**src/rtl/verdict_dispatch_pkg.sv**
```systemverilog
// Shared definitions for verdict_dispatch: FSM state encoding, mode codes,
// and the helper that resolves a popped verdict against the mode override.
// Latency/backpressure: not applicable (types and constants only).
package verdict_dispatch_pkg;

  typedef enum logic [1:0] {
    ST_IDLE    = 2'b00,
    ST_FORWARD = 2'b01,
    ST_DROP    = 2'b10
  } state_t;

  localparam logic [1:0] MODE_VERDICT = 2'b00;
  localparam logic [1:0] MODE_FWD     = 2'b01;
  localparam logic [1:0] MODE_DROP    = 2'b10;

  // 1 = forward, 0 = drop. Mode 2'b11 behaves like MODE_VERDICT.
  function automatic logic eff_verdict(input logic [1:0] mode, input logic dout);
    case (mode)
      MODE_FWD:  return 1'b1;
      MODE_DROP: return 1'b0;
      default:   return dout;
    endcase
  endfunction

endpackage

```
**src/rtl/verdict_dispatch_sat_counter.sv**
```systemverilog
// Saturating up-counter: increments by one per inc pulse and sticks at all-ones.
// Latency: count updates on the clock edge after inc. No backpressure.
// Ports: clk, rst_n (async active-low), inc, count[WIDTH-1:0].
module sat_counter #(
  parameter int WIDTH = 32
) (
  input  logic             clk,
  input  logic             rst_n,
  input  logic             inc,
  output logic [WIDTH-1:0] count
);

  logic [WIDTH-1:0] cnt_q, cnt_d;

  always_comb begin
    cnt_d = cnt_q;
    if (inc && (cnt_q != '1)) begin
      cnt_d = cnt_q + WIDTH'(1);
    end
  end

  always_ff @(posedge clk or negedge rst_n) begin
    if (!rst_n) begin
      cnt_q <= '0;
    end else begin
      cnt_q <= cnt_d;
    end
  end

  assign count = cnt_q;

endmodule

```
**src/rtl/verdict_dispatch.sv**
```systemverilog
// Per-packet forward/drop dispatcher: pops one verdict per packet, then passes
// the buffered packet to m_axis (0-cycle combinational path) or discards it.
// Backpressure: in FORWARD s_axis_tready mirrors m_axis_tready; DROP always ready.
// Ports: axi_aclk/axi_aresetn, verdict FIFO (empty/dout/rd_en), mode,
//   s_axis_* in, m_axis_* out, pkt_fwd_count/pkt_drop_count statistics.
// Build option: define VERDICT_DISPATCH_STATS_EN to build the packet counters;
//   otherwise both count outputs are tied to zero.
module verdict_dispatch #(
  parameter int C_M_AXIS_DATA_WIDTH  = 256,
  parameter int C_M_AXIS_TUSER_WIDTH = 128,
  parameter int C_CNT_WIDTH          = 32
) (
  input  logic                              axi_aclk,
  input  logic                              axi_aresetn,
  input  logic                              verdict_empty,
  input  logic                              verdict_dout,
  output logic                              verdict_rd_en,
  input  logic [1:0]                        mode,
  input  logic [C_M_AXIS_DATA_WIDTH-1:0]    s_axis_tdata,
  input  logic [C_M_AXIS_DATA_WIDTH/8-1:0]  s_axis_tstrb,
  input  logic [C_M_AXIS_TUSER_WIDTH-1:0]   s_axis_tuser,
  input  logic                              s_axis_tvalid,
  input  logic                              s_axis_tlast,
  output logic                              s_axis_tready,
  output logic [C_M_AXIS_DATA_WIDTH-1:0]    m_axis_tdata,
  output logic [C_M_AXIS_DATA_WIDTH/8-1:0]  m_axis_tstrb,
  output logic [C_M_AXIS_TUSER_WIDTH-1:0]   m_axis_tuser,
  output logic                              m_axis_tvalid,
  output logic                              m_axis_tlast,
  input  logic                              m_axis_tready,
  output logic [C_CNT_WIDTH-1:0]            pkt_fwd_count,
  output logic [C_CNT_WIDTH-1:0]            pkt_drop_count
);

  import verdict_dispatch_pkg::*;

  state_t state_q, state_d;
  logic   rd_en;
  logic   s_rdy;
  logic   m_vld;
  logic   eop;

  always_comb begin
    state_d = state_q;
    rd_en   = 1'b0;
    s_rdy   = 1'b0;
    m_vld   = 1'b0;
    eop     = 1'b0;

    case (state_q)
      ST_IDLE: begin
        if (!verdict_empty) begin
          rd_en   = 1'b1;
          state_d = eff_verdict(mode, verdict_dout) ? ST_FORWARD : ST_DROP;
        end
      end
      ST_FORWARD: begin
        s_rdy = m_axis_tready;
        m_vld = s_axis_tvalid;
      end
      ST_DROP: begin
        s_rdy = 1'b1;
      end
      default: begin
        state_d = ST_IDLE;
      end
    endcase

    // s_rdy is low in IDLE, so an end of packet can only occur while a
    // packet is active. Chain straight into the next packet when a verdict
    // is already waiting, so back-to-back packets see no bubble.
    eop = s_axis_tvalid & s_rdy & s_axis_tlast;
    if (eop) begin
      if (!verdict_empty) begin
        rd_en   = 1'b1;
        state_d = eff_verdict(mode, verdict_dout) ? ST_FORWARD : ST_DROP;
      end else begin
        state_d = ST_IDLE;
      end
    end
  end

  always_ff @(posedge axi_aclk or negedge axi_aresetn) begin
    if (!axi_aresetn) begin
      state_q <= ST_IDLE;
    end else begin
      state_q <= state_d;
    end
  end

  // The pop strobe is held off while reset is asserted even if the FIFO
  // still shows data, so no verdict is lost across a reset.
  assign verdict_rd_en = rd_en & axi_aresetn;
  assign s_axis_tready = s_rdy;
  assign m_axis_tvalid = m_vld;

  // Data path is unconditional pass-through; it is only meaningful when
  // m_axis_tvalid is high (FORWARD).
  assign m_axis_tdata  = s_axis_tdata;
  assign m_axis_tstrb  = s_axis_tstrb;
  assign m_axis_tuser  = s_axis_tuser;
  assign m_axis_tlast  = s_axis_tlast;

`ifdef VERDICT_DISPATCH_STATS_EN
  logic fwd_inc, drop_inc;

  assign fwd_inc  = eop & (state_q == ST_FORWARD);
  assign drop_inc = eop & (state_q == ST_DROP);

  sat_counter #(.WIDTH(C_CNT_WIDTH)) u_fwd_cnt (
    .clk   (axi_aclk),
    .rst_n (axi_aresetn),
    .inc   (fwd_inc),
    .count (pkt_fwd_count)
  );

  sat_counter #(.WIDTH(C_CNT_WIDTH)) u_drop_cnt (
    .clk   (axi_aclk),
    .rst_n (axi_aresetn),
    .inc   (drop_inc),
    .count (pkt_drop_count)
  );
`else
  assign pkt_fwd_count  = '0;
  assign pkt_drop_count = '0;
`endif

endmodule
```
**config.mk**
```make
export PLATFORM = sky130hd
export DESIGN_NAME = verdict_dispatch
export DESIGN_NICKNAME = d
export VERILOG_FILES = /design/src/rtl/verdict_dispatch_pkg.sv /design/src/rtl/verdict_dispatch_sat_counter.sv /design/src/rtl/verdict_dispatch.sv
export SDC_FILE = /design/constraint.sdc
export NUM_CORES = 1
export LEC_CHECK = 0
export ABC_AREA = 1
export BUFFER_PORTS_ARGS = -buffer_cell sky130_fd_sc_hd__buf_2
export CORE_AREA = 2 2 350 352
export DETAILED_ROUTE_END_ITERATION = 10
export DIE_AREA = 0 0 352 354
export PLACE_DENSITY = 0.3
export REMOVE_ABC_BUFFERS = 1
export SYNTH_ARGS = -nofsm -noshare
export SYNTH_HDL_FRONTEND = slang
export SYNTH_SLANG_ARGS = --single-unit
```
**constraint.sdc**
```tcl
create_clock -name axi_aclk -period 2.9 [get_ports axi_aclk]
set_input_delay 0.145 -clock axi_aclk [delete_from_list [all_inputs] [get_ports axi_aclk]]
set_output_delay 0.145 -clock axi_aclk [all_outputs]
set_load 0.1 [all_outputs]
```
==> metrics.cfg <==
[floorplanning]
io_pins=909
start_util_pct=3.251
core_area_sq_um=120900
rows=128
dieArea_sq_um=124600
die_w_um=352
fp.dieH_um=354

[final_layout]
syn_to_final_growth_pct=-30.43
drive_gt1_share_pct=17.56
largest_register_ffs=2
nets=562
fin_area_sq_um=2735
nFillCells=14470
top_regs=state_q x2
diodes=0
largest_register=state_q

[detailed_routing]
vias=2755
drc_errors=0
vias_per_cell=1.569
wl_um=191900
drt_iter0_markers=457
routedWlPerCell_um=109.3
drt-pass1-iter-count=4
drtAntennaViolNets=0

[power]
pwr_density_cell_nw_per_um2=344.8
sequentialPowerShare_pct=5.4
peakVddDrop_uv=354.9
p_comb_share_pct=73.0
swShare_pct=68.14
pwr-share-clk_pct=21.7
internal_power_mw=0.3005
p_leak_nw=0.5215
p_sw_mw=0.6426

[timing]
setup_viol=0
slew_viol_final=0
period_minus_slack_ns=1.893
rsz0062_at_grt=false
whs_ns=0.2511
slew_headroom_pct=49.42
fmax_mhz=528.3
tns_ns=0
fin_skew_ns=0.001222
fin_crit_sh_pct=65.27
finalHoldViolations=0
worst_pin_slew_ns=0.7639

[yosys]
ys_seq_area_share_pct=1.273
synthMostInstantiatedCell=buf_4
ys_warn_count=0
synthTopCellsByArea=buf_4 (92%), nand2_1 (2.0%), dfrtp_1 (1.3%), ha_1 (1.3%), inv_1 (1.1%)
synth-main-ff-cell=dfrtp_1
syn-cell-area_sq_um=3931
synth.avg_cell_area_sq_um=7.376
yosysTopAreaCell=buf_4
synth_edf_count=0
yosys.cell_types.count=14
yosys-top-cells-count=buf_4 (481), nand2_1 (21), inv_1 (11)
synth-async-reset-ratio_pct=100.0
netlist_instances=533
synth_top_area_share_pct=91.85
synth-seq-cells=2

[clock_network]
numCtsBuffers=3
cts_root_buffer=clkbuf_16
cts_setup_buffers=0
cts_hold_buf=1
cts_resized=0
cts_buffer_depth=2
cts_tree=built
numClockSinks=2
h-tree-depth=1
clkTransAtPathRegs_ns=0.03
clock_latency_ns=0.22

[setup_path]
path_max_fanout=3
timing.critical_path.buf_inv=3
critPathKind=flop to output port
crit_path_end_kind=output port
cp_common_cell=inv_1
reg2reg_depth=7
r2r_end=state_q[1]$_DFFE_PN0P_
critPathLaunchType=flop
cp.arrival_ns=1.75
path_cells=inv_1, ha_1, nand2_2, inv_1, buf_2
required_ns=2.76
critPathTopFamily=buffers and inverters
regToRegSetupSlack_ns=1.51
critPathSlowestCell=buf_2
max_stage_delay_ns=0.51
r2r-start=state_q[0]$_DFFE_PN0P_

[global_route]
grt_max_degree=5
grt_pass1_wl_um=197900
globalRouteOverflowTotal=0
grt_antenna_before_repair=3
grt_util_all_layers_pct=29.84
first_global_vias=1742

[job]
maxCapViolations=0

[min_path]
hp-class=primary input to async pin

[placement]
dpl_cell_area_sq_um=2650
hpwl_um=189700
port_buffers=12
place_congestion=1.427

[outcome]
status=finished clean

## per-stage QoR
stage / utilization, % / power [mW] / setup WS, ns / std cells
after floorplan: - / 0.6524 / 0.4190 / 115
after global placement: 2.192 / 0.7449 / 1.207 / 1752
after detailed placement: 2.192 / 0.7431 / 1.196 / 1752
after CTS: 2.262 / 0.9578 / 0.9575 / 1756
after global routing: 2.262 / 0.9974 / 0.9132 / 1756
final: 2.262 / 0.9431 / 1.007 / 1756
## power by group through the flow
stage / Combinational (mW) / Clock [mW] / Sequential [mW]
after floorplan: 0.605 / 0 / 0.0473
after global placement: 0.695 / 0 / 0.0495
after detailed placement: 0.693 / 0 / 0.0506
after CTS: 0.697 / 0.210 / 0.0512
after global routing: 0.731 / 0.213 / 0.0531
final: 0.688 / 0.204 / 0.0507
## cells by family after synthesis
group,share of synthesized area (%)
AO/OA/AOI/OAI,0.4136
adder cells (fa/ha/maj),1.273
flip-flops,1.273
buffers and inverters,93.00
other,0.09539
AND/OR/NAND/NOR,3.947
## area by class of cell
cell class              instances  area (sq um)  area share [%]
multi-input cells             101         461.7           16.88
flip-flops and latches          2         50.05           1.830
well taps                    1625          2033           74.34
repair buffers                 13         70.07           2.562
clock buffers                   3         75.07           2.745
inverters                      12         45.04           1.647
## per-layer routing
metal	global-route usage [%]	wire length [um]	up-vias
li1	-	-	245
met1	4.007	10600	809
met2	54.11	96510	1491
met3	47.11	62790	150
met4	20.86	17950	60
met5	23.32	4031	-
## worst max path at each step
| stage | start | end | slack [ns] | cells after the start |
|---|---|---|---|---|
| 6_report | state_q[0]$_DFFE_PN0P_ | s_axis_tready | 1.01 | 5 |
| 5_1_grt | state_q[0]$_DFFE_PN0P_ | verdict_rd_en | 0.91 | 5 |
| 4_1_cts | state_q[0]$_DFFE_PN0P_ | s_axis_tready | 0.96 | 5 |
| 3_5_place_dp | state_q[0]$_DFFE_PN0P_ | s_axis_tready | 1.20 | 5 |
| 3_3_place_gp | state_q[0]$_DFFE_PN0P_ | s_axis_tready | 1.21 | 5 |
| 2_1_floorplan | state_q[0]$_DFFE_PN0P_ | verdict_rd_en | 0.42 | 4 |
## placed cells by master (no fill, tap or decap)
cell type      synthesis  final
clkbuf_16              0      3
nand2_4                1      1
dfrtp_1                2      2
nand2_2                3      3
nor2_1                 4      4
nor2_4                 1      1
dlygate4sd3_1          0      1
nand3b_4               1      1
nand2_1               21     21
ha_1                   4      4
o21bai_2               1      1
inv_1                 11     11
a21oi_1                1      1
buf_2                  0     12
inv_2                  1      1
conb_1                 1     64
Note: power is estimated with default switching activity, not from simulation.
